<file path="src/rtl/ex_branch_resolve.sv">
// Execute stage: latches the decoded instruction into MEM, computes the ALU result
// or branch target, keeps the zf/nf/cf flags and resolves branches for fetch.
module ex_branch_resolve #(
  parameter int W  = 16,
  parameter int AW = 8
) (
  input  logic         clock,
  input  logic         reset,
  input  logic         state,
  input  logic [W-1:0] ex_ir,
  input  logic [W-1:0] reg_A,
  input  logic [W-1:0] reg_B,
  output logic [W-1:0] mem_ir,
  output logic [W-1:0] reg_C,
  output logic [W-1:0] smdr,
  output logic         zf,
  output logic         nf,
  output logic         cf,
  output logic         br_taken
);

  localparam logic       EXEC  = 1'b1;
  localparam logic [4:0] NOP   = 5'b00000;
  localparam logic [4:0] HALT  = 5'b00001;
  localparam logic [4:0] LOAD  = 5'b00010;
  localparam logic [4:0] STORE = 5'b00011;
  localparam logic [4:0] SLL   = 5'b00100;
  localparam logic [4:0] SLA   = 5'b00101;
  localparam logic [4:0] SRL   = 5'b00110;
  localparam logic [4:0] SRA   = 5'b00111;
  localparam logic [4:0] ADD   = 5'b01000;
  localparam logic [4:0] ADDI  = 5'b01001;
  localparam logic [4:0] SUB   = 5'b01010;
  localparam logic [4:0] SUBI  = 5'b01011;
  localparam logic [4:0] CMP   = 5'b01100;
  localparam logic [4:0] AND   = 5'b01101;
  localparam logic [4:0] OR    = 5'b01110;
  localparam logic [4:0] XOR   = 5'b01111;
  localparam logic [4:0] LDIH  = 5'b10000;
  localparam logic [4:0] ADDC  = 5'b10001;
  localparam logic [4:0] SUBC  = 5'b10010;
  localparam logic [4:0] JUMP  = 5'b11000;
  localparam logic [4:0] JMPR  = 5'b11001;
  localparam logic [4:0] BZ    = 5'b11010;
  localparam logic [4:0] BNZ   = 5'b11011;
  localparam logic [4:0] BN    = 5'b11100;
  localparam logic [4:0] BNN   = 5'b11101;
  localparam logic [4:0] BC    = 5'b11110;
  localparam logic [4:0] BNC   = 5'b11111;

  logic [W-1:0] r_mem_ir, r_reg_C, r_smdr;
  logic         r_zf, r_nf, r_cf;

  logic [4:0]    w_ex_op, w_mem_op;
  logic [AW-1:0] w_imm;
  logic [3:0]    w_sh;
  logic [W-1:0]  w_imm_lo, w_imm_hi, w_sh_ext;
  logic [W:0]    w_res;
  logic          w_upd_c, w_upd_zn, w_upd_cf;
  logic          w_br_taken;
  logic          w_unused_ir;

  assign w_ex_op  = ex_ir[W-1:W-5];
  assign w_mem_op = r_mem_ir[W-1:W-5];
  assign w_imm    = ex_ir[AW-1:0];
  assign w_sh     = ex_ir[3:0];
  assign w_imm_lo = {{(W-AW){1'b0}}, w_imm};
  assign w_imm_hi = {w_imm, {(W-AW){1'b0}}};
  assign w_sh_ext = {{(W-4){1'b0}}, w_sh};
  assign w_unused_ir = &{1'b0, ex_ir[W-6:AW]};

  always_comb begin
    w_br_taken = 1'b0;
    case (w_mem_op)
      JUMP, JMPR: w_br_taken = 1'b1;
      BZ:         w_br_taken = r_zf;
      BNZ:        w_br_taken = ~r_zf;
      BN:         w_br_taken = r_nf;
      BNN:        w_br_taken = ~r_nf;
      BC:         w_br_taken = r_cf;
      BNC:        w_br_taken = ~r_cf;
      default:    w_br_taken = 1'b0;
    endcase
  end

  // Result is W+1 bits wide; the top bit is carry for adds and borrow for subtracts.
  always_comb begin
    w_res    = {1'b0, r_reg_C};
    w_upd_c  = 1'b1;
    w_upd_zn = 1'b0;
    w_upd_cf = 1'b0;
    case (w_ex_op)
      ADD: begin
        w_res = {1'b0, reg_A} + {1'b0, reg_B};
        w_upd_zn = 1'b1; w_upd_cf = 1'b1;
      end
      ADDC: begin
        w_res = {1'b0, reg_A} + {1'b0, reg_B} + {{W{1'b0}}, r_cf};
        w_upd_zn = 1'b1; w_upd_cf = 1'b1;
      end
      ADDI: begin
        w_res = {1'b0, reg_A} + {1'b0, w_imm_lo};
        w_upd_zn = 1'b1; w_upd_cf = 1'b1;
      end
      SUB, CMP: begin
        w_res = {1'b0, reg_A} - {1'b0, reg_B};
        w_upd_zn = 1'b1; w_upd_cf = 1'b1;
      end
      SUBC: begin
        w_res = {1'b0, reg_A} - {1'b0, reg_B} - {{W{1'b0}}, r_cf};
        w_upd_zn = 1'b1; w_upd_cf = 1'b1;
      end
      SUBI: begin
        w_res = {1'b0, reg_A} - {1'b0, w_imm_lo};
        w_upd_zn = 1'b1; w_upd_cf = 1'b1;
      end
      AND: begin w_res = {1'b0, reg_A & reg_B}; w_upd_zn = 1'b1; end
      OR:  begin w_res = {1'b0, reg_A | reg_B}; w_upd_zn = 1'b1; end
      XOR: begin w_res = {1'b0, reg_A ^ reg_B}; w_upd_zn = 1'b1; end
      SLL, SLA: begin w_res = {1'b0, reg_A << w_sh}; w_upd_zn = 1'b1; end
      SRL: begin w_res = {1'b0, reg_A >> w_sh}; w_upd_zn = 1'b1; end
      SRA: begin w_res = {1'b0, W'($signed(reg_A) >>> w_sh)}; w_upd_zn = 1'b1; end
      LDIH: begin w_res = {1'b0, reg_A} + {1'b0, w_imm_hi}; w_upd_zn = 1'b1; end
      LOAD, STORE: w_res = {1'b0, reg_A} + {1'b0, w_sh_ext};
      JUMP: w_res = {1'b0, w_imm_lo};
      JMPR, BZ, BNZ, BN, BNN, BC, BNC: w_res = {1'b0, reg_A} + {1'b0, w_imm_lo};
      NOP, HALT: w_upd_c = 1'b0;
      default:   w_upd_c = 1'b0;
    endcase
  end

  // A taken branch in MEM squashes whatever is in EX; only mem_ir changes.
  always_ff @(posedge clock or posedge reset) begin
    if (reset) begin
      r_mem_ir <= '0;
      r_reg_C  <= '0;
      r_smdr   <= '0;
      r_zf     <= 1'b0;
      r_nf     <= 1'b0;
      r_cf     <= 1'b0;
    end else if (state == EXEC) begin
      if (w_br_taken) begin
        r_mem_ir <= '0;
      end else begin
        r_mem_ir <= ex_ir;
        r_smdr   <= reg_B;
        if (w_upd_c)  r_reg_C <= w_res[W-1:0];
        if (w_upd_zn) begin
          r_zf <= (w_res[W-1:0] == '0);
          r_nf <= w_res[W-1];
        end
        if (w_upd_cf) r_cf <= w_res[W];
      end
    end
  end

  assign mem_ir   = r_mem_ir;
  assign reg_C    = r_reg_C;
  assign smdr     = r_smdr;
  assign zf       = r_zf;
  assign nf       = r_nf;
  assign cf       = r_cf;
  assign br_taken = w_br_taken;

endmodule

</file>
<file path="config.mk">
export PLATFORM = sky130hd
export DESIGN_NAME = ex_branch_resolve
export DESIGN_NICKNAME = d
export VERILOG_FILES = /design/src/rtl/ex_branch_resolve.sv
export SDC_FILE = /design/constraint.sdc
export NUM_CORES = 1
export LEC_CHECK = 0
export CORE_MARGIN = 5
export CORE_UTILIZATION = 25
export CTS_CLUSTER_SIZE = 14
export DETAILED_ROUTE_END_ITERATION = 12
export HOLD_SLACK_MARGIN = 0.05
export PLACE_DENSITY = 0.42
export SETUP_SLACK_MARGIN = 0.3
export SYNTH_ARGS = -nofsm -noshare
export SYNTH_HDL_FRONTEND = slang
export SYNTH_SLANG_ARGS = --single-unit
</file>
<file path="constraint.sdc">
create_clock -name clock -period 3.7 [get_ports clock]
set_clock_uncertainty 0.1 [all_clocks]
set_input_delay 0.37 -clock clock [delete_from_list [all_inputs] [get_ports clock]]
set_output_delay 0.37 -clock clock [all_outputs]
set_load 0.01 [all_outputs]
</file>
# == After elaboration in Yosys (flattened, before gate mapping) ==
# Cells that the tools add are included.
# Widths: inputs -> output; s select.
# op_classes
n_bitwise,7
reduce_logical,13
add_sub_neg,8
muxes,6
n_eq_ne,33
shift,3
# ops
operator,count
$pmux 17 s15,1
$eq 5x5->1 const B,19
$eq 5x4->1 const B,8
$add 16x16->17,2
$reduce_or 25->1,1
$eq 5x3->1 const B,4
$add 16x4->17,1
$add 16x8->17,1
$add 17x1->17,1
$sub 16x16->17,1
$sub 16x8->17,1
$sub 17x1->17,1
$and 16x16->16,1
$logic_not 16->1,1
$mux 16,1
$or 16x16->16,1
$shl 16x4->16,1
$shr 16x4->16,1
$sshr 16x4->16,1
$xor 16x16->16,1
$reduce_or 15->1,1
$eq 5x2->1 const B,2
$reduce_and 3->1,3
$reduce_or 2->1,4
other kinds (6),11
# totals
word_cells,76
ff_bits,51

# == Logic depth before layout (Yosys ltp) ==
# logic_depth
ltp_word,5
ltp_mapped,21
mapped_depth_nobuf,18

# == Worst setup path after synthesis ==
# No wires, ideal clock.
# synth_path
path_kind,input to register
start,in ex_ir[11]
end,"reg r_zf, in the netlist zf"
cell_stages,21
required_time_ps,3508
setup_time_ps,92
t_arrival_ps,4845
path_slack_ps,-1337
path_buffers,4
path_cell_list,clkbuf_1 buf_1 clkbuf_1 mux2_2 nand2_1 o21ai_0 clkbuf_1 nor2_1 xnor2_1 ha_1 a211oi_1 a21oi_1 nor4b_1 nor3_1 xor2_1 a221oi_1 o221ai_1 a211oi_2 o2111ai_1 or4_1 o31ai_2
# synth_between
elab_chain_len,4
# synth_rtl
element,line_no,text
start: declaration,10,"input logic [W-1:0] ex_ir,"
$eq 5x4->1 (tied with other cells),92,case (w_ex_op)
$reduce_or 8->1 (no line) (tied with other cells),-,
$pmux 17 s15 / $mux 1 (equally long branches),92,
$logic_not 16->1 / $reduce_and 3->1 (equally long branches),-,
end signal: assignment,149,r_zf <= (w_res[W-1:0] == '0);
end: declaration,52,"logic r_zf, r_nf, r_cf;"
# Parallel ways exist; a longest one is shown, timed or not.
# A chain may end at the register's enable or synchronous reset.

# == Worst setup path in the final report ==
# layout_path
start,in ex_ir[12]
end,"reg r_zf, in the netlist zf"
# Same word-level chain as after synthesis.

==> impl_metrics.csv <==
group,metric,value,unit
placement,dp_cells,2083,
cts,clockRootBuffer,"clkbuf_16",
routing,routed_wl,47800,µm
global_route,gr-usage-met3,2.83,%
routing,via_count,11300,
worst_hold_path,min_path_type,"reg -> reg",
cts,cts_buffer_depth,2,
timing,slew_headroom,48.1,%
worst_hold_path,holdPathStages,2,
routing,firstDrtPassIters,6,
flow_run,cap_violations,0,
timing,hold_slack,0.379,ns
critical_path,path_depth,20,
outcome,violations,"setup timing",
routing,drtIter0Drc,914,
critical_path,rr_worst_depth,14,
synthesis,syn-num-nets,1316,
critical_path,crit_fanout,3,
pwr,leakage,6.66,nW
timing,finalSetupViolCount,1,
global_route,met2_usage,37.9,%
timing,min_period_over_period,109,%
floorplanning,die-width,200,µm
global_route,grt_pass1_wl,72000,µm
global_route,gr-max-usage-layer,"met2",
synthesis,ys_types,97,
floorplanning,rows,69,
timing,fin_ws,-0.315,ns
global_route,grt_max_degree,38,
floorplanning,dieArea,40100,µm²
critical_path,crit_start,"ex_ir[12]",
layout,utilization,42.1,%
routing,drc,0,
pwr,peakVddDrop,178,µV
synthesis,synth-edff-count,0,
critical_path,crit_path_start_kind,"input pin",
timing,maxSlewViolCount,0,
global_route,grt_pass1_vias,11300,
timing,max_freq,249,MHz
critical_path,critical_path_arrival,4.17,ns
layout,nets,1818,
global_route,grt_antenna_before_repair,1,
critical_path,r2r_slack,0.16,ns
pwr,power_density,287,nW/µm²
critical_path,r2r_end,"zf",
layout,final_cell_count_no_fill,2144,
floorplanning,floorplan.initialDensity,25.4,%
synthesis,ys_ff_latch,51,
placement,port_buffers,102,
critical_path,critPathTopFamily,"simple AND/OR/NAND/NOR gates",
critical_path,endpoint,"zf",
critical_path,path_cells,"buf_8 -> nor2_4 -> mux2_4 -> nand2_4 -> o21ai_4 -> buf_12 -> nor2_4 -> xnor2_2 -> ha_4 -> a211oi_4 -> a21oi_2 -> or3_1 -> a32oi_1 -> nand2_1 -> o32a_1 -> nor4_2 -> buf_4 -> o2111ai_2 -> or4_1 -> o31ai_2",
cts,clock_latency,0.34,ns
routing,route.antenna.remaining_nets,0,
placement,dp_hpwl,38900,µm
floorplanning,io_pins,103,
global_route,overflow,0,
synthesis,ys_top_cells_by_area,"dfrtp_1, ha_1, nand2_1",
cts,numCtsBuffers,5,
outcome,status,"finished with violations",
floorplanning,core_area,35700,µm²
critical_path,setup.worst_path.end_class,"flip-flop",
timing,rsz0062_at_grt,"yes",
critical_path,slowest_stage,"or4_1",
synthesis,synthFlopType,"dfrtp_1",
global_route,grt_usage,23.2,%
synthesis,avgSynthCellArea,7.68,µm²
timing,hold_violations,0,
cts,clock-sinks,51,
synthesis,ys_async_sr_fraction,100,%
placement,placed_area,13600,µm²
critical_path,critPathBufInv,3,
timing,period_needed,4.02,ns
critical_path,regToRegStartpoint,"cf",
critical_path,cp.required,3.86,ns
cts,ctsHoldBuffers,0,
critical_path,cpPeakStageDelay,0.43,ns
layout,synthToLayoutAreaGrowth,66.0,%
synthesis,yosys_warnings,0,
synthesis,ys_seq_area_share,14.1,%
synthesis,synth_area,9050,µm²
routing,wire_per_inst,22.3,µm
cts,cts_tree,"built",
routing,via_per_inst,5.28,
cts,cts.reportedPaths.clkPinSlew,0.09,ns
layout,drive_gt1_share,41.5,%
synthesis,synth_top_area_share,14.1,%
global_route,gr-usage-met1,33.0,%
placement,place.gp.congestion,0.949,
timing,worstMarginPinSlew,0.778,ns
layout,postLayoutCellArea,15000,µm²
critical_path,path_class,"in -> reg",
timing,tns,-0.315,ns
critical_path,crit_path_frequent_cell,"nor2_4",
floorplanning,fp.dieH,200,µm
synthesis,syn_inst,1179,
cts,cts-htree-levels,2,
synthesis,synth_largest_area_cell,"dfrtp_1",
[final cells by class]
cell class              count  area, µm²
inverters                  78        304
clock buffers               5        125
clock inverters             3       46.3
well taps                 461        577
flip-flops and latches     51       1280
repair buffers            565       4640
diodes                      1       2.50
fillers                  3628      20600
multi-input cells         980       8060
[worst min-delay path, delay by kind of cell (launching register included)]
kind            cells  cell delay (ns)
compound gates      1             0.06
flops               1             0.34
simple gates        1             0.05
[sequential cells by signal (all words and copies together) (netlist names)]
signal  flops
reg_C      16
cf          1
smdr       16
nf          1
zf          1
mem_ir     16
[Yosys cell counts (16+ instances only)]
master	number
clkbuf_1	38
nor3_1	29
mux2_2	32
nand3_1	33
xnor2_1	39
mux4_2	20
a31oi_1	21
buf_2	18
o22ai_1	21
a211oi_1	16
ha_1	82
o21ai_0	70
xor2_1	30
dfrtp_1	51
a21oi_1	74
inv_1	73
nor2_1	94
nand2_1	131
[stage by stage]
step | power (W) | setup slack, ns
floorplan | 0.00200 | -0.750
global placement | 0.00336 | -1.11
detailed placement | 0.00336 | -1.22
CTS | 0.00427 | -0.254
global route | 0.00457 | -0.447
finish | 0.00431 | -0.315
[layout by cell type (no fill, tap or decap), drive strengths merged, types with 21 or more instances in the layout]
cell type,instances
a21oi,74
a31oi,21
buf,474
clkdlybuf4s50,70
dfrtp,51
ha,82
inv,76
mux2,33
nand2,131
nand3,33
nor2,94
nor3,30
o21ai,78
o22ai,21
xnor2,39
xor2,30
[worst min path at each step]
| stage | start | to |
|---|---|---|
| after detailed placement | smdr[0] | smdr[0] |
| after global placement | smdr[6] | smdr[6] |
| after floorplan | ex_ir[10] | mem_ir[10] |
| after CTS | smdr[0] | smdr[0] |
| final | smdr[0] | smdr[0] |
| after global routing | smdr[0] | smdr[0] |
[routing by layer]
| metal | part of all wire [%] | vias up |
|---|---|---|
| met5 | 0 | - |
| met3 | 4.9 | 45 |
| li1 | - | 5363 |
| met2 | 46 | 338 |
| met4 | 1.9 | 0 |
| met1 | 47 | 5575 |
[report_power, final]
group          switching [W]  internal (W)
Combinational        0.00142       0.00150
Sequential          0.000119      0.000673
Clock               0.000278      0.000323
Total                0.00182       0.00249
[kinds of logic after synthesis]
family                     count (synthesis)  synth area share [%]
and+or+nand+nor                          398                  21.6
AOI/OAI and AO/OA                        356                  27.1
buffers and inverters                    148                  6.59
adders and majority gates                 86                  12.2
xor gates and xnor gates                  73                  7.70
muxes                                     67                  10.6
DFF                                       51                  14.1
[repair_timing]
action	CTS	global route
gates resized for setup	238	25
pin swaps	101	33
endpoints found under the setup margin	16	11
buffers inserted	46	6
Power figures use the tool's default switching activity.
